<file path="src/rtl/ysyx_22040750_npc_redirect_pkg.sv">
// Shared definitions for the NPC redirect slice: I_sel bit positions, FSM encoding, default width.
// Optional build macro used by this slice: YSYX_NPC_MISALIGN_CHK_EN (see ysyx_22040750_npc_tgt).
package ysyx_22040750_pkg;

   localparam int XLEN_DEF   = 32;

   localparam int SEL_SNPC   = 0;
   localparam int SEL_JALR   = 1;
   localparam int SEL_TRAP   = 2;
   localparam int SEL_FENCEI = 3;

   typedef enum logic {
      NPC_IDLE = 1'b0,
      NPC_HOLD = 1'b1
   } npc_state_e;

endpackage

</file>
<file path="src/rtl/ysyx_22040750_npc_redirect_if.sv">
// ID-side decision bus and PC-register-side target handshake of the NPC redirect block.
// The master modport is the pipeline around the block; the slave modport is the block itself.
interface ysyx_22040750_npc_redirect_if #(
   parameter int XLEN = ysyx_22040750_pkg::XLEN_DEF
);
   logic            I_id_valid;
   logic            O_id_ready;
   logic [3:0]      I_sel;
   logic [XLEN-1:0] I_id_pc;
   logic [XLEN-1:0] I_snpc;
   logic [XLEN-1:0] I_imm;
   logic [XLEN-1:0] I_rs1_data;
   logic [XLEN-1:0] I_trap_pc;
   logic            O_dnpc_valid;
   logic            I_dnpc_ready;
   logic [XLEN-1:0] O_dnpc;
   logic            O_redirect;
   logic            O_misalign;

   modport master (
      output I_id_valid, I_sel, I_id_pc, I_snpc, I_imm, I_rs1_data, I_trap_pc, I_dnpc_ready,
      input  O_id_ready, O_dnpc_valid, O_dnpc, O_redirect, O_misalign
   );

   modport slave (
      input  I_id_valid, I_sel, I_id_pc, I_snpc, I_imm, I_rs1_data, I_trap_pc, I_dnpc_ready,
      output O_id_ready, O_dnpc_valid, O_dnpc, O_redirect, O_misalign
   );
endinterface

</file>
<file path="src/rtl/ysyx_22040750_npc_tgt.sv">
// Combinational next-PC source priority, target adders and jalr alignment.
// With YSYX_NPC_MISALIGN_CHK_EN defined, misaligned non-trap targets are replaced by the trap vector.
module ysyx_22040750_npc_tgt
   import ysyx_22040750_pkg::*;
#(
   parameter int XLEN      = XLEN_DEF,
   parameter int ALIGN_LSB = 1
) (
   input  logic [3:0]      sel,
   input  logic [XLEN-1:0] id_pc,
   input  logic [XLEN-1:0] snpc,
   input  logic [XLEN-1:0] imm,
   input  logic [XLEN-1:0] rs1_data,
   input  logic [XLEN-1:0] trap_pc,
   output logic [XLEN-1:0] tgt,
   output logic            redirect,
   output logic            misalign
);

   function automatic logic [XLEN-1:0] align_jalr(input logic [XLEN-1:0] a);
      return a & ~((XLEN'(1) << ALIGN_LSB) - XLEN'(1));
   endfunction

   logic [XLEN-1:0] raw_tgt;
   logic            raw_redirect;

   // Trap outranks fence.i even though its select bit is lower.
   always_comb begin
      raw_tgt      = id_pc + imm;
      raw_redirect = 1'b1;
      if (sel[SEL_TRAP]) begin
         raw_tgt = trap_pc;
      end else if (sel[SEL_FENCEI]) begin
         raw_tgt = id_pc + XLEN'(4);
      end else if (sel[SEL_JALR]) begin
         raw_tgt = align_jalr(rs1_data + imm);
      end else if (sel[SEL_SNPC]) begin
         raw_tgt      = snpc;
         raw_redirect = 1'b0;
      end
   end

`ifdef YSYX_NPC_MISALIGN_CHK_EN
   function automatic logic bad_align(input logic [XLEN-1:0] t);
      return (ALIGN_LSB >= 2) ? (t[1:0] != 2'b00) : t[1];
   endfunction

   logic mis;
   assign mis      = !sel[SEL_TRAP] && bad_align(raw_tgt);
   assign tgt      = mis ? trap_pc : raw_tgt;
   assign redirect = raw_redirect | mis;
   assign misalign = mis;
`else
   assign tgt      = raw_tgt;
   assign redirect = raw_redirect;
   assign misalign = 1'b0;
`endif

endmodule

</file>
<file path="src/rtl/ysyx_22040750_npc_redirect.sv">
// Next-PC generator with a one-entry redirect holder between ID and the PC register.
// Optional misaligned-target trapping is enabled by YSYX_NPC_MISALIGN_CHK_EN (in ysyx_22040750_npc_tgt).
module ysyx_22040750_npc_redirect
   import ysyx_22040750_pkg::*;
#(
   parameter int XLEN      = XLEN_DEF,
   parameter int ALIGN_LSB = 1
) (
   input  logic                             I_clk,
   input  logic                             I_rst,
   ysyx_22040750_npc_redirect_if.slave      bus
);

   logic [XLEN-1:0] tgt_p0;
   logic            redirect_p0;
   logic            misalign_p0;

   ysyx_22040750_npc_tgt #(
      .XLEN      (XLEN),
      .ALIGN_LSB (ALIGN_LSB)
   ) u_tgt (
      .sel      (bus.I_sel),
      .id_pc    (bus.I_id_pc),
      .snpc     (bus.I_snpc),
      .imm      (bus.I_imm),
      .rs1_data (bus.I_rs1_data),
      .trap_pc  (bus.I_trap_pc),
      .tgt      (tgt_p0),
      .redirect (redirect_p0),
      .misalign (misalign_p0)
   );

   npc_state_e      state, state_nxt;
   logic [XLEN-1:0] hold_dnpc_p1;
   logic            hold_redirect_p1;
   logic            hold_misalign_p1;
   logic            capture;
   logic            trap_ovr;
   logic            trap_in;

   assign trap_in = bus.I_id_valid && bus.I_sel[SEL_TRAP];

   always_comb begin
      state_nxt        = state;
      capture          = 1'b0;
      trap_ovr         = 1'b0;
      bus.O_id_ready   = 1'b1;
      bus.O_dnpc_valid = bus.I_id_valid;
      bus.O_dnpc       = tgt_p0;
      bus.O_redirect   = bus.I_id_valid && redirect_p0;
      bus.O_misalign   = bus.I_id_valid && misalign_p0;
      case (state)
         NPC_IDLE: begin
            if (bus.I_id_valid && !bus.I_dnpc_ready) begin
               capture   = 1'b1;
               state_nxt = NPC_HOLD;
            end
         end
         NPC_HOLD: begin
            bus.O_id_ready   = trap_in;
            bus.O_dnpc_valid = 1'b1;
            bus.O_dnpc       = hold_dnpc_p1;
            bus.O_redirect   = hold_redirect_p1;
            bus.O_misalign   = hold_misalign_p1;
            // A trap replaces the held entry even when the old one is being accepted now.
            if (trap_in) begin
               trap_ovr = 1'b1;
            end else if (bus.I_dnpc_ready) begin
               state_nxt = NPC_IDLE;
            end
         end
      endcase
   end

   // Stage p0 -> p1: hold register
   always_ff @(posedge I_clk) begin
      if (I_rst) begin
         state            <= NPC_IDLE;
         hold_dnpc_p1     <= '0;
         hold_redirect_p1 <= 1'b0;
         hold_misalign_p1 <= 1'b0;
      end else begin
         state <= state_nxt;
         if (capture) begin
            hold_dnpc_p1     <= tgt_p0;
            hold_redirect_p1 <= redirect_p0;
            hold_misalign_p1 <= misalign_p0;
         end else if (trap_ovr) begin
            hold_dnpc_p1     <= bus.I_trap_pc;
            hold_redirect_p1 <= 1'b1;
            hold_misalign_p1 <= 1'b0;
         end
      end
   end

endmodule

</file>
<file path="src/flat_wrapper.sv">
// flat-port wrapper written by rule: the top's interface ports become plain ports
module ysyx_22040750_npc_redirect_flat import ysyx_22040750_pkg::*;
#(
   parameter int XLEN      = XLEN_DEF,
   parameter int ALIGN_LSB = 1
)
  (I_clk, I_rst, bus_I_id_valid, bus_I_sel, bus_I_id_pc, bus_I_snpc, bus_I_imm, bus_I_rs1_data, bus_I_trap_pc, bus_I_dnpc_ready, bus_O_id_ready, bus_O_dnpc_valid, bus_O_dnpc, bus_O_redirect, bus_O_misalign);
  ysyx_22040750_npc_redirect_if #(.XLEN(XLEN)) bus_i ();
  input  logic I_clk;
  input  logic I_rst;
  input wire logic [$bits(bus_i.I_id_valid)-1:0] bus_I_id_valid;
  input wire logic [$bits(bus_i.I_sel)-1:0] bus_I_sel;
  input wire logic [$bits(bus_i.I_id_pc)-1:0] bus_I_id_pc;
  input wire logic [$bits(bus_i.I_snpc)-1:0] bus_I_snpc;
  input wire logic [$bits(bus_i.I_imm)-1:0] bus_I_imm;
  input wire logic [$bits(bus_i.I_rs1_data)-1:0] bus_I_rs1_data;
  input wire logic [$bits(bus_i.I_trap_pc)-1:0] bus_I_trap_pc;
  input wire logic [$bits(bus_i.I_dnpc_ready)-1:0] bus_I_dnpc_ready;
  output wire logic [$bits(bus_i.O_id_ready)-1:0] bus_O_id_ready;
  output wire logic [$bits(bus_i.O_dnpc_valid)-1:0] bus_O_dnpc_valid;
  output wire logic [$bits(bus_i.O_dnpc)-1:0] bus_O_dnpc;
  output wire logic [$bits(bus_i.O_redirect)-1:0] bus_O_redirect;
  output wire logic [$bits(bus_i.O_misalign)-1:0] bus_O_misalign;
  assign bus_i.I_id_valid = bus_I_id_valid;
  assign bus_i.I_sel = bus_I_sel;
  assign bus_i.I_id_pc = bus_I_id_pc;
  assign bus_i.I_snpc = bus_I_snpc;
  assign bus_i.I_imm = bus_I_imm;
  assign bus_i.I_rs1_data = bus_I_rs1_data;
  assign bus_i.I_trap_pc = bus_I_trap_pc;
  assign bus_i.I_dnpc_ready = bus_I_dnpc_ready;
  assign bus_O_id_ready = bus_i.O_id_ready;
  assign bus_O_dnpc_valid = bus_i.O_dnpc_valid;
  assign bus_O_dnpc = bus_i.O_dnpc;
  assign bus_O_redirect = bus_i.O_redirect;
  assign bus_O_misalign = bus_i.O_misalign;
  ysyx_22040750_npc_redirect #(.XLEN(XLEN), .ALIGN_LSB(ALIGN_LSB)) u_core (.I_clk(I_clk), .I_rst(I_rst), .bus(bus_i));
endmodule
</file>
<file path="config.mk">
export PLATFORM = sky130hd
export DESIGN_NAME = ysyx_22040750_npc_redirect_flat
export DESIGN_NICKNAME = d
export VERILOG_FILES = /design/src/rtl/ysyx_22040750_npc_redirect_pkg.sv /design/src/rtl/ysyx_22040750_npc_redirect_if.sv /design/src/rtl/ysyx_22040750_npc_tgt.sv /design/src/rtl/ysyx_22040750_npc_redirect.sv /design/src/flat_wrapper.sv
export SDC_FILE = /design/constraint.sdc
export NUM_CORES = 1
export LEC_CHECK = 0
export BUFFER_PORTS_ARGS = -buffer_cell sky130_fd_sc_hd__buf_2
export CORE_ASPECT_RATIO = 1.2
export CORE_MARGIN = 1
export CORE_UTILIZATION = 40
export CTS_BUF_LIST = sky130_fd_sc_hd__clkbuf_16
export DETAILED_ROUTE_END_ITERATION = 16
export GPL_ROUTABILITY_DRIVEN = 1
export PLACE_DENSITY = 0.71
export SYNTH_ARGS = -nofsm -noshare
export SYNTH_HDL_FRONTEND = slang
export SYNTH_SLANG_ARGS = --single-unit
</file>
<file path="constraint.sdc">
create_clock -name I_clk -period 4.2 [get_ports I_clk]
set_clock_uncertainty 0.1 [all_clocks]
set_input_delay 0.21 -clock I_clk [delete_from_list [all_inputs] [get_ports I_clk]]
set_output_delay 0.21 -clock I_clk [all_outputs]
set_load 0.02 [all_outputs]
</file>
==> impl_metrics.prom, run 1 <==
# TYPE chip_impl_metric gauge
chip_impl_metric{name="route.detailed.drc",unit=""} 1
chip_impl_metric{name="initial_utilization",unit=""} 0.407
chip_impl_metric{name="fmax",unit="MHz"} 259
chip_impl_metric{name="wl_per_cell",unit="µm"} 21.2
chip_impl_metric{name="timing.final.crit_period",unit="ns"} 3.86
chip_impl_info{name="top_signal_layer_used",value="met5"} 1
chip_impl_info{name="end_kind",value="output pin"} 1
chip_impl_metric{name="drtAntennaViolNets",unit=""} 0
chip_impl_info{name="synth_top_cells_by_area",value="ha_1, dfxtp_1, nand2_1, a21oi_1, o21ai_0"} 1
chip_impl_metric{name="insertion_delay",unit="ns"} 0.28
chip_impl_metric{name="finalWeightedCongestion",unit=""} 0.991
chip_impl_metric{name="core_region_area",unit="µm²"} 16800
chip_impl_metric{name="fp.dieArea",unit="µm²"} 17600
chip_impl_info{name="start_kind",value="input port"} 1
chip_impl_info{name="failed_checks",value="design-rule violations"} 1
chip_impl_metric{name="layout.filler_cells",unit=""} 1773
chip_impl_metric{name="placementRows",unit=""} 52
chip_impl_metric{name="grt-ovfl-total",unit=""} 0
chip_impl_metric{name="worst_pin_slew",unit="ns"} 1.00
chip_impl_metric{name="synth_area",unit="µm²"} 6840
chip_impl_metric{name="die_x",unit="µm"} 121
chip_impl_metric{name="grt_use_total",unit=""} 0.326
chip_impl_metric{name="multiInputGateArea",unit="µm²"} 5860
chip_impl_metric{name="synthesis.instances",unit=""} 1010
chip_impl_metric{name="grt_pass1_vias",unit=""} 8348
chip_impl_metric{name="leakagePower",unit="nW"} 3.55
chip_impl_metric{name="biggest_fanout_along_the_worst_timing_path",unit=""} 5
chip_impl_metric{name="synth.avg_cell_area",unit="µm²"} 6.77
chip_impl_info{name="dominantRegCellSynth",value="dfxtp_1"} 1
chip_impl_info{name="path_delay_family",value="compound AO/OA/AOI/OAI gates"} 1
chip_impl_metric{name="powerDensity",unit="nW/µm²"} 225
chip_impl_metric{name="timing.final.max_slew_violations",unit=""} 0
chip_impl_info{name="min_path_type",value="in2reg"} 1
chip_impl_metric{name="max_cap_viol_count",unit=""} 0
chip_impl_metric{name="synth_cell_types",unit=""} 77
chip_impl_metric{name="synth_enable_flop_cells",unit=""} 0
chip_impl_metric{name="detail_route.iter0.violations",unit=""} 704
chip_impl_metric{name="finalInstanceArea",unit="µm²"} 8180
chip_impl_metric{name="final_hold_vios",unit=""} 0
chip_impl_info{name="tritoncts",value="built"} 1
chip_impl_metric{name="worst_slew_margin_rel",unit=""} 0.325
chip_impl_metric{name="m1WireLength",unit="µm"} 11100
chip_impl_metric{name="drt_first_pass_iters",unit=""} 12
chip_impl_metric{name="hold_buffer_count_at_cts",unit=""} 0
chip_impl_metric{name="post_route_cells_drive_above_1_share",unit=""} 0.216
chip_impl_metric{name="grt_pass1_wl",unit="µm"} 44700
chip_impl_metric{name="antenna-diode-count",unit=""} 0
chip_impl_metric{name="async_reset_ff_frac",unit=""} 0
chip_impl_info{name="synth_area_leader_cell",value="ha_1"} 1
chip_impl_metric{name="ctsLongestPathBuffers",unit=""} 2
chip_impl_metric{name="critical_path_required_time",unit="ns"} 3.89
chip_impl_metric{name="critical_path.max_stage_delay",unit="ns"} 0.46
chip_impl_metric{name="area_overhead_vs_synth",unit="%"} 19.7
chip_impl_metric{name="routed_via_density",unit=""} 6.23
chip_impl_metric{name="cts_num_sinks",unit=""} 34
chip_impl_metric{name="syn-num-nets",unit=""} 1242
chip_impl_metric{name="finalNetCount",unit=""} 1414
chip_impl_metric{name="detailed_place_hpwl",unit="µm"} 24300
chip_impl_metric{name="io_port_bufs",unit=""} 202
chip_impl_metric{name="synth.yosys.seq_area_share",unit=""} 0.0996
chip_impl_metric{name="place_area",unit="µm²"} 8040
chip_impl_metric{name="dieHeight",unit="µm"} 145
chip_impl_info{name="clock_root_buffer_master",value="clkbuf_16"} 1
chip_impl_info{name="cp_cell_sequence",value="buf_2 > and2_1 > fa_1 > a21o_1 > a221o_2 > a21o_1 > a2111oi_4 > o21ai_2 > o21ba_1 > or4_1 > a31oi_1 > o21ai_1 > buf_2"} 1
chip_impl_metric{name="grt_antenna_before_repair",unit=""} 1
chip_impl_metric{name="pin_count_of_the_biggest_net_entering_global_routing",unit=""} 41
chip_impl_info{name="outcome",value="finished, violations left"} 1
chip_impl_metric{name="ys_ff_latch",unit=""} 34
chip_impl_metric{name="yosysTopAreaCellShare",unit=""} 0.113
chip_impl_metric{name="ys.warnings.count",unit=""} 0
chip_impl_metric{name="finalSetupTns",unit="ns"} 0
chip_impl_metric{name="cts_setup_buffers",unit=""} 0
chip_impl_metric{name="vdd_ir_drop_max",unit="mV"} 0.189
chip_impl_metric{name="cp_num_buf_inv",unit=""} 2
chip_impl_metric{name="io_pins",unit=""} 204
chip_impl_metric{name="route.met2.wl",unit="µm"} 14800
chip_impl_metric{name="resized_after_cts",unit=""} 0
chip_impl_metric{name="wirelength",unit="µm"} 29600
chip_impl_metric{name="clkTransAtPathRegs",unit="ns"} 0.06
chip_impl_metric{name="worst_ep_arrival_time",unit="ns"} 3.55
chip_impl_metric{name="via_count",unit=""} 8711
chip_impl_info{name="worstSetupPathType",value="in2out"} 1
chip_impl_metric{name="numCtsBuffers",unit=""} 5
chip_impl_info{name="grt_setup_unrepaired",value="no"} 1
chip_impl_metric{name="finalSetupViolCount",unit=""} 0
chip_impl_metric{name="final-seq-area",unit="µm²"} 682
chip_impl_metric{name="htree_levels",unit=""} 2
chip_impl_metric{name="met3_length",unit="µm"} 1770
chip_impl_info{name="highest_delay_cell_along_the_critical_path",value="a2111oi_4"} 1
chip_impl_metric{name="timing.final.crit_share",unit=""} 0.920
-- synthesized netlist by cell type, types with 22 or more instances --
library cell and number:
nand3_1 31, a21o_1 22, ha_1 62, clkbuf_1 45, xor2_1 25, nand2_1 139
xnor2_1 37, nor3_1 29, a22oi_1 28, a21oi_1 94, o21ai_0 76, inv_1 22
nor2_1 70, dfxtp_1 34
-- stage by stage --
stage | total power, mW | utilization | hold slack, ns | instances | setup WS (ns)
final | 1.84 | 0.487 | 0.103 | 1399 | 0.337
after global routing | 1.94 | 0.487 | 0.114 | 1399 | 0.135
after CTS | 1.82 | 0.487 | 0.103 | 1399 | 0.355
after detailed placement | 1.46 | 0.479 | 0.390 | 1391 | 0.385
after global placement | 1.46 | 0.479 | 0.383 | 1391 | 0.366
after floorplan | 1.08 | - | 0.260 | 1010 | 0.566
-- flip-flops by register name (all words and copies together), names as in the netlist --
| signal | flops |
|---|---|
| u_core.hold_redirect_p1 | 1 |
| u_core.hold_dnpc_p1 | 32 |
| u_core.state | 1 |
-- path summary, 6_finish.rpt --
| path | from | end | slack, ns | depth (start not counted) |
|---|---|---|---|---|
| worst max-delay path | bus_I_imm[0] | bus_O_dnpc[26] | 0.34 | 13 |
| worst max register to register | u_core.state | u_core.hold_dnpc_p1[19] | 1.56 | 5 |
| worst min-delay path | bus_I_trap_pc[6] | u_core.hold_dnpc_p1[6] | 0.10 | 3 |
| worst min register to register | u_core.hold_dnpc_p1[0] | u_core.hold_dnpc_p1[0] | 0.42 | 2 |
-- kinds of logic after synthesis --
family                   after synthesis  share of synthesized area
flip-flops                            34                     0.0996
XOR/XNOR                              62                     0.0794
AO/OA/AOI/OAI                        386                      0.374
buffers and inverters                 77                     0.0430
other                                  1                   0.000549
AND/OR/NAND/NOR                      367                      0.254
adder cells (fa/ha/maj)               64                      0.119
multiplexers                          19                     0.0295
-- placed cells by master, fill, tap and decap left out, types with 10 or more instances in the layout --
master	n
buf_2	202
nand2_1	139
a21oi_1	94
o21ai_0	75
nor2_1	69
ha_1	62
xnor2_1	37
dfxtp_1	33
nand3_1	31
nor3_1	29
a22oi_1	28
xor2_1	25
a21o_1	22
inv_1	22
nand4_1	21
o31ai_1	20
and3_1	18
buf_4	17
a31oi_1	16
o22ai_1	15
o211ai_1	14
o21a_1	12
mux2i_1	10
-- per-layer routing --
metal | vias up | track usage
met2 | 409 | 0.581
met4 | 2 | 0.193
li1 | 4177 | -
met5 | - | 0
met3 | 116 | 0.0401
met1 | 4007 | 0.365
-- final cells by class --
class | count | area share
timing repair buffer | 219 | 0.139
sequential | 34 | 0.0833
clock inverter | 3 | 0.00199
inverter | 23 | 0.0106
tap | 216 | 0.0330
clock buffer | 5 | 0.0153
multi-input combinational | 899 | 0.717
-- power breakdown --
part	internal, mW	switching [mW]	leakage, nW
Clock	0.217	0.145	0.0672
Sequential	0.345	0.0144	0.279
Combinational	0.429	0.689	3.21
Total	0.990	0.848	3.55
-- worst register-to-register path, stage by stage (launching register included) --
cell and delay (ns):
dfxtp_2 0.48, or3b_2 0.64, o21ai_1 0.71, a22oi_1 0.18, nor2b_1 0.20, a311oi_1 0.24
Note: power is estimated with default switching activity, not from simulation.
==> inputs of run 2 (changes only) <==
--- a/config.mk
+++ b/config.mk
@@ -7,11 +7,11 @@
 export LEC_CHECK = 0
 export BUFFER_PORTS_ARGS = -buffer_cell sky130_fd_sc_hd__buf_2
 export CORE_ASPECT_RATIO = 1.2
-export CORE_MARGIN = 1
 export CORE_UTILIZATION = 40
 export CTS_BUF_LIST = sky130_fd_sc_hd__clkbuf_16
 export DETAILED_ROUTE_END_ITERATION = 16
 export GPL_ROUTABILITY_DRIVEN = 1
+export GPL_TIMING_DRIVEN = 0
 export PLACE_DENSITY = 0.71
 export SYNTH_ARGS = -nofsm -noshare
 export SYNTH_HDL_FRONTEND = slang
==> impl_metrics.prom, run 2 (same netlist as run 1, synthesis figures left out) <==
# TYPE chip_impl_metric gauge
chip_impl_info{name="outcome",value="finished, violations left"} 1
chip_impl_info{name="failed_checks",value="design-rule violations"} 1
chip_impl_metric{name="dieHeight",unit="µm"} 145
chip_impl_info{name="register_with_the_most_flip_flops",value="u_core.hold_dnpc_p1"} 1
chip_impl_info{name="reg_top3",value="u_core.hold_dnpc_p1 x32, u_core.hold_redirect_p1 x1, u_core.state x1"} 1
chip_impl_metric{name="final_cell_count_no_fill",unit=""} 1432
chip_impl_info{name="grt_setup_unrepaired",value="no"} 1
chip_impl_metric{name="drt_first_pass_iters",unit=""} 13
chip_impl_metric{name="timing.final.crit_share",unit=""} 0.978
chip_impl_metric{name="layout.filler_cells",unit=""} 1793
chip_impl_info{name="mostFrequentLayoutCells",value="buf_2, nand2_1, a21oi_1, o21ai_0, nor2_1"} 1
chip_impl_info{name="min_path_type",value="in2reg"} 1
chip_impl_metric{name="detailed_place_hpwl",unit="µm"} 24400
chip_impl_metric{name="finalNetCount",unit=""} 1448
chip_impl_metric{name="clkTransAtPathRegs",unit="ns"} 0.05
chip_impl_metric{name="wl_per_cell",unit="µm"} 20.7
chip_impl_metric{name="core_region_area",unit="µm²"} 16800
chip_impl_metric{name="multiInputGateArea",unit="µm²"} 5870
chip_impl_info{name="tritoncts",value="built"} 1
chip_impl_metric{name="final-seq-area",unit="µm²"} 681
chip_impl_info{name="end_kind",value="output pin"} 1
chip_impl_metric{name="max_cap_viol_count",unit=""} 0
chip_impl_metric{name="grt_use_total",unit=""} 0.332
chip_impl_metric{name="area_overhead_vs_synth",unit="%"} 20.6
chip_impl_info{name="hp-start",value="bus_I_trap_pc[6]"} 1
chip_impl_info{name="clock_root_buffer_master",value="clkbuf_16"} 1
chip_impl_metric{name="via_count",unit=""} 9002
chip_impl_metric{name="initial_utilization",unit=""} 0.407
chip_impl_metric{name="routed_via_density",unit=""} 6.29
chip_impl_metric{name="cts_num_sinks",unit=""} 34
chip_impl_metric{name="vdd_ir_drop_max",unit="mV"} 0.136
chip_impl_metric{name="post_route_cells_drive_above_1_share",unit=""} 0.195
chip_impl_metric{name="wirelength",unit="µm"} 29600
chip_impl_metric{name="cts_setup_buffers",unit=""} 0
chip_impl_metric{name="grt_pass1_wl",unit="µm"} 45200
chip_impl_metric{name="fp.dieArea",unit="µm²"} 17600
chip_impl_metric{name="final_hold_vios",unit=""} 0
chip_impl_metric{name="antenna-diode-count",unit=""} 0
chip_impl_info{name="worstSetupPathType",value="in2out"} 1
chip_impl_metric{name="htree_levels",unit=""} 2
chip_impl_metric{name="grt-ovfl-total",unit=""} 0
chip_impl_metric{name="biggest_fanout_along_the_worst_timing_path",unit=""} 6
chip_impl_metric{name="io_port_bufs",unit=""} 199
chip_impl_info{name="start_kind",value="input port"} 1
chip_impl_metric{name="timing.final.crit_period",unit="ns"} 4.11
chip_impl_metric{name="detail_route.iter0.violations",unit=""} 891
chip_impl_info{name="worstReg2RegStart",value="u_core.state"} 1
chip_impl_metric{name="drtAntennaViolNets",unit=""} 0
chip_impl_metric{name="worst_ep_arrival_time",unit="ns"} 3.80
chip_impl_metric{name="ctsLongestPathBuffers",unit=""} 2
chip_impl_metric{name="post-place-cells",unit=""} 1425
chip_impl_metric{name="worst_pin_slew",unit="ns"} 1.20
chip_impl_metric{name="pin_count_of_the_biggest_net_entering_global_routing",unit=""} 11
chip_impl_metric{name="largest_reg_flops",unit=""} 32
chip_impl_metric{name="grt_pass1_vias",unit=""} 8403
chip_impl_info{name="crit_path_start",value="bus_I_imm[0]"} 1
chip_impl_metric{name="die_x",unit="µm"} 121
chip_impl_metric{name="placementRows",unit=""} 52
chip_impl_metric{name="hold_buffer_count_at_cts",unit=""} 0
chip_impl_info{name="commonest_non_fill_non_tap_cell_in_the_layout",value="buf_2"} 1
chip_impl_metric{name="leakagePower",unit="nW"} 3.53
chip_impl_metric{name="finalWeightedCongestion",unit=""} 0.972
chip_impl_metric{name="route.detailed.drc",unit=""} 1
chip_impl_metric{name="fmax",unit="MHz"} 243
chip_impl_metric{name="grt_antenna_before_repair",unit=""} 0
chip_impl_metric{name="critical_path_required_time",unit="ns"} 3.89
chip_impl_metric{name="timing.final.max_slew_violations",unit=""} 0
chip_impl_metric{name="powerDensity",unit="nW/µm²"} 224
chip_impl_metric{name="io_pins",unit=""} 204
chip_impl_metric{name="numCtsBuffers",unit=""} 5
chip_impl_metric{name="worst_slew_margin_rel",unit=""} 0.198
chip_impl_metric{name="finalSetupTns",unit="ns"} 0
chip_impl_metric{name="insertion_delay",unit="ns"} 0.29
chip_impl_metric{name="finalSetupViolCount",unit=""} 0
[run 2: timing repair]
| action | in CTS | in global routing |
|---|---|---|
| gates resized for setup | 1 | 1 |
| pin swaps | 0 | 1 |
| cloned | 0 | 0 |
| setup endpoints to repair | 1 | 2 |
[run 2: area by class of cell]
class / instances / area share
Clock inverter: 2 / 0.00121
Buffer: 54 / 0.0252
Clock buffer: 5 / 0.0152
Timing Repair Buffer: 199 / 0.121
Multi-Input combinational cell: 899 / 0.712
Tap cell: 216 / 0.0328
Sequential cell: 34 / 0.0825
Inverter: 23 / 0.0105
[run 2: power breakdown]
group          switching [mW]  internal, mW
Clock                   0.151         0.214
Combinational           0.705         0.421
Sequential             0.0113         0.345
Total                   0.867         0.981
[run 2: layer usage]
metal  global-route usage  share of wire  wire [µm]
met5                    0              0          0
met4                0.173          0.062       1840
met3               0.0252          0.079       2330
met2                0.556           0.46      13700
met1                0.419           0.40      11700
[run 2: path summary, 6_finish.rpt]
check	to	slack, ns	depth (start not counted)
setup / recovery	bus_O_dnpc[26]	0.09	13
hold / removal	u_core.hold_dnpc_p1[6]	0.1	3
setup reg to reg	u_core.hold_dnpc_p1[0]	1.26	6
hold reg to reg	u_core.hold_dnpc_p1[5]	0.42	2
[run 2: critical path: stages]
cell and delay (ns):
buf_2 0.11, and2_1 0.16, fa_1 0.40, a21o_1 0.24
a221o_2 0.43, a21o_1 0.23, a2111oi_4 0.52, o21ai_2 0.22
o21ba_1 0.22, or4_1 0.43, a31oi_2 0.34, o21ai_1 0.12
buf_2 0.17
[run 2: metrics by stage]
stage | setup WS (ns) | hold slack, ns | util | power (mW) | cell area [µm²]
after detailed placement | -0.0445 | 0.381 | 0.483 | 1.46 | 8100
after global placement | -0.0439 | 0.378 | 0.483 | 1.46 | 8100
after floorplan | 0.566 | 0.260 | - | 1.08 | 6840
after global routing | 0.00846 | 0.0993 | 0.491 | 1.95 | 8250
after CTS | 0.0558 | 0.0943 | 0.491 | 1.82 | 8240
final | 0.0911 | 0.0952 | 0.491 | 1.85 | 8250
==> inputs of run 3 (changes only) <==
--- a/config.mk
+++ b/config.mk
@@ -5,14 +5,14 @@
 export SDC_FILE = /design/constraint.sdc
 export NUM_CORES = 1
 export LEC_CHECK = 0
-export BUFFER_PORTS_ARGS = -buffer_cell sky130_fd_sc_hd__buf_2
 export CORE_ASPECT_RATIO = 1.2
 export CORE_UTILIZATION = 40
 export CTS_BUF_LIST = sky130_fd_sc_hd__clkbuf_16
 export DETAILED_ROUTE_END_ITERATION = 16
+export DONT_BUFFER_PORTS = 1
 export GPL_ROUTABILITY_DRIVEN = 1
 export GPL_TIMING_DRIVEN = 0
-export PLACE_DENSITY = 0.71
+export PLACE_DENSITY = 0.6
 export SYNTH_ARGS = -nofsm -noshare
 export SYNTH_HDL_FRONTEND = slang
 export SYNTH_SLANG_ARGS = --single-unit
==> impl_metrics.prom, run 3 (same netlist as run 1, synthesis figures left out) <==
# TYPE chip_impl_metric gauge
chip_impl_info{name="outcome",value="finished, violations left"} 1
chip_impl_info{name="failed_checks",value="design-rule violations, negative hold slack"} 1
chip_impl_metric{name="post_route_cells_drive_above_1_share",unit=""} 0.0353
chip_impl_metric{name="ctsLongestPathBuffers",unit=""} 2
chip_impl_info{name="mostFrequentLayoutCells",value="nand2_1, a21oi_1, o21ai_0, nor2_1, ha_1"} 1
chip_impl_metric{name="ff2ff_path_depth",unit=""} 6
chip_impl_info{name="cell_occurring_most_often_along_the_worst_timing_path",value="a21o_1"} 1
chip_impl_info{name="worstReg2RegStart",value="u_core.state"} 1
chip_impl_metric{name="pwr-share-seq",unit=""} 0.213
chip_impl_metric{name="io_port_bufs",unit=""} 0
chip_impl_metric{name="via_count",unit=""} 8138
chip_impl_metric{name="wl_per_cell",unit="µm"} 23.3
chip_impl_metric{name="routed_via_density",unit=""} 6.59
chip_impl_metric{name="biggest_fanout_along_the_worst_timing_path",unit=""} 6
chip_impl_metric{name="grt_pass1_vias",unit=""} 7834
chip_impl_metric{name="worst_ep_arrival_time",unit="ns"} 3.69
chip_impl_metric{name="powerDensity",unit="nW/µm²"} 230
chip_impl_metric{name="p_int",unit="µW"} 900
chip_impl_metric{name="critical_path_required_time",unit="ns"} 3.89
chip_impl_info{name="end_kind",value="output pin"} 1
chip_impl_metric{name="dieHeight",unit="µm"} 145
chip_impl_metric{name="vdd_ir_drop_max",unit="mV"} 0.135
chip_impl_metric{name="layout.filler_cells",unit=""} 1842
chip_impl_metric{name="switching_share",unit=""} 0.463
chip_impl_info{name="cp_cell_sequence",value="and2_1 > fa_1 > a21o_1 > a221o_2 > a21o_1 > a2111oi_4 > o21ai_2 > o21ba_1 > or4_1 > a31oi_2 > o21ai_1"} 1
chip_impl_metric{name="worst_pin_slew",unit="ns"} 1.28
chip_impl_metric{name="grt_pass1_wl",unit="µm"} 43200
chip_impl_metric{name="place_area",unit="µm²"} 7110
chip_impl_metric{name="wirelength",unit="µm"} 28800
chip_impl_metric{name="largest_reg_flops",unit=""} 32
chip_impl_metric{name="initial_utilization",unit=""} 0.407
chip_impl_metric{name="final-seq-area",unit="µm²"} 681
chip_impl_metric{name="grt_use_total",unit=""} 0.321
chip_impl_metric{name="numCtsBuffers",unit=""} 5
chip_impl_metric{name="antenna-diode-count",unit=""} 0
chip_impl_metric{name="fmax",unit="MHz"} 250
chip_impl_info{name="tritoncts",value="built"} 1
chip_impl_info{name="start_kind",value="input port"} 1
chip_impl_metric{name="fp.dieArea",unit="µm²"} 17600
chip_impl_info{name="min_path_type",value="in2reg"} 1
chip_impl_info{name="worst_r2r_endpoint",value="u_core.hold_dnpc_p1[0]"} 1
chip_impl_info{name="commonest_non_fill_non_tap_cell_in_the_layout",value="nand2_1"} 1
chip_impl_info{name="highest_delay_cell_along_the_critical_path",value="a2111oi_4"} 1
chip_impl_metric{name="timing.final.crit_period",unit="ns"} 4.00
chip_impl_metric{name="finalNetCount",unit=""} 1252
chip_impl_metric{name="clkPwrFrac",unit=""} 0.208
chip_impl_metric{name="regToRegSetupSlack",unit="ns"} 1.21
chip_impl_info{name="path_delay_family",value="compound AO/OA/AOI/OAI gates"} 1
chip_impl_metric{name="leakagePower",unit="nW"} 2.75
chip_impl_metric{name="final_hold_vios",unit=""} 1
chip_impl_metric{name="area_overhead_vs_synth",unit="%"} 6.44
chip_impl_metric{name="max_cap_viol_count",unit=""} 0
chip_impl_metric{name="worst_slew_margin_rel",unit=""} 0.142
chip_impl_metric{name="grt_antenna_before_repair",unit=""} 0
chip_impl_metric{name="cp_num_buf_inv",unit=""} 0
chip_impl_metric{name="timing.final.crit_share",unit=""} 0.952
chip_impl_info{name="reg_top3",value="u_core.hold_dnpc_p1 x32, u_core.hold_redirect_p1 x1, u_core.state x1"} 1
chip_impl_info{name="setup.worst_path.end",value="bus_O_dnpc[26]"} 1
chip_impl_metric{name="finalInstanceArea",unit="µm²"} 7280
chip_impl_metric{name="fin_total_pwr",unit="mW"} 1.67
chip_impl_metric{name="pwr-share-comb",unit=""} 0.579
chip_impl_metric{name="placementRows",unit=""} 52
chip_impl_metric{name="critical_path.max_stage_delay",unit="ns"} 0.56
chip_impl_metric{name="grt-ovfl-total",unit=""} 0
chip_impl_metric{name="core_region_area",unit="µm²"} 16800
chip_impl_metric{name="timing.final.max_slew_violations",unit=""} 0
chip_impl_metric{name="io_pins",unit=""} 204
chip_impl_info{name="grt_setup_unrepaired",value="no"} 1
chip_impl_metric{name="critical_path_depth",unit=""} 11
chip_impl_info{name="crit_path_start",value="bus_I_imm[0]"} 1
chip_impl_info{name="register_with_the_most_flip_flops",value="u_core.hold_dnpc_p1"} 1
chip_impl_metric{name="netSwitchingPower",unit="µW"} 775
chip_impl_metric{name="finalWeightedCongestion",unit=""} 0.980
chip_impl_metric{name="insertion_delay",unit="ns"} 0.28
chip_impl_metric{name="post-place-cells",unit=""} 1226
chip_impl_metric{name="hold-worst-slack",unit="ns"} -0.00258
chip_impl_metric{name="cts_num_sinks",unit=""} 34
chip_impl_metric{name="clkTransAtPathRegs",unit="ns"} 0.05
chip_impl_metric{name="multiInputGateArea",unit="µm²"} 5870
chip_impl_metric{name="finalSetupTns",unit="ns"} 0
chip_impl_metric{name="htree_levels",unit=""} 2
chip_impl_metric{name="final_cell_count_no_fill",unit=""} 1235
chip_impl_metric{name="route.detailed.drc",unit=""} 1
chip_impl_metric{name="pin_count_of_the_biggest_net_entering_global_routing",unit=""} 11
chip_impl_metric{name="finalSetupViolCount",unit=""} 0
chip_impl_metric{name="detail_route.iter0.violations",unit=""} 706
chip_impl_info{name="clock_root_buffer_master",value="clkbuf_16"} 1
chip_impl_metric{name="drt_first_pass_iters",unit=""} 14
chip_impl_metric{name="cts_setup_buffers",unit=""} 0
chip_impl_metric{name="detailed_place_hpwl",unit="µm"} 23700
chip_impl_metric{name="drtAntennaViolNets",unit=""} 0
chip_impl_metric{name="die_x",unit="µm"} 121
chip_impl_info{name="worstSetupPathType",value="in2out"} 1
==> run 3: per-layer routing <==
metal  track usage  vias to the layer above  share of wire
li1              -                     3875              -
met1         0.369                     3737           0.37
met2         0.518                      413           0.45
met3        0.0837                      113          0.096
met4         0.206                        0          0.077
met5             0                        -              0
==> run 3: what timing repair did <==
item                                    4_1_cts  5_1_grt
hold buffers                                  3        0
resized for setup                             0        3
endpoints found under the setup margin        0        3
endpoints found under the hold margin         3        0
==> run 3: stage by stage <==
step	util	setup WS (ns)	hold slack [ns]
2_1_floorplan	-	0.566	0.260
3_3_place_gp	0.423	0.0284	0.264
3_5_place_dp	0.423	0.0324	0.272
4_1_cts	0.433	0.00203	0.00506
5_1_grt	0.434	0.0637	0.0317
6_report	0.434	0.203	-0.00258
==> run 3: worst reg2reg max path, cell delays in order, from the launching register on <==
cell	delay, ns
dfxtp_1	0.35
nor3b_1	1.05
nor2_1	0.24
clkbuf_1	0.35
buf_1	0.38
a221oi_1	0.33
nor2_1	0.06
==> run 3: layout make-up <==
cell class	instances	area share
Clock inverter	1	0.000516
Timing Repair Buffer	3	0.00413
Tap cell	216	0.0371
Inverter	23	0.0119
Multi-Input combinational cell	899	0.807
Clock buffer	5	0.0172
Buffer	54	0.0285
Sequential cell	34	0.0935
==> run 3: how the worst min path moves through the flow <==
stage	startpoint	to	cells past startpoint
floorplan	bus_I_trap_pc[10]	u_core.hold_dnpc_p1[10]	2
global placement	bus_I_trap_pc[6]	u_core.hold_dnpc_p1[6]	2
detailed placement	bus_I_trap_pc[6]	u_core.hold_dnpc_p1[6]	2
CTS	bus_I_trap_pc[0]	u_core.hold_dnpc_p1[0]	2
global route	bus_I_dnpc_ready	u_core.state	2
finish	bus_I_trap_pc[0]	u_core.hold_dnpc_p1[0]	2
==> run 3: power by group through the flow <==
stage | Combinational (mW) | Sequential [mW] | Clock (mW)
finish | 0.970 | 0.357 | 0.348
CTS | 0.953 | 0.356 | 0.347
global placement | 0.946 | 0.362 | 0
global route | 1.05 | 0.359 | 0.357
detailed placement | 0.946 | 0.362 | 0
floorplan | 0.717 | 0.360 | 0
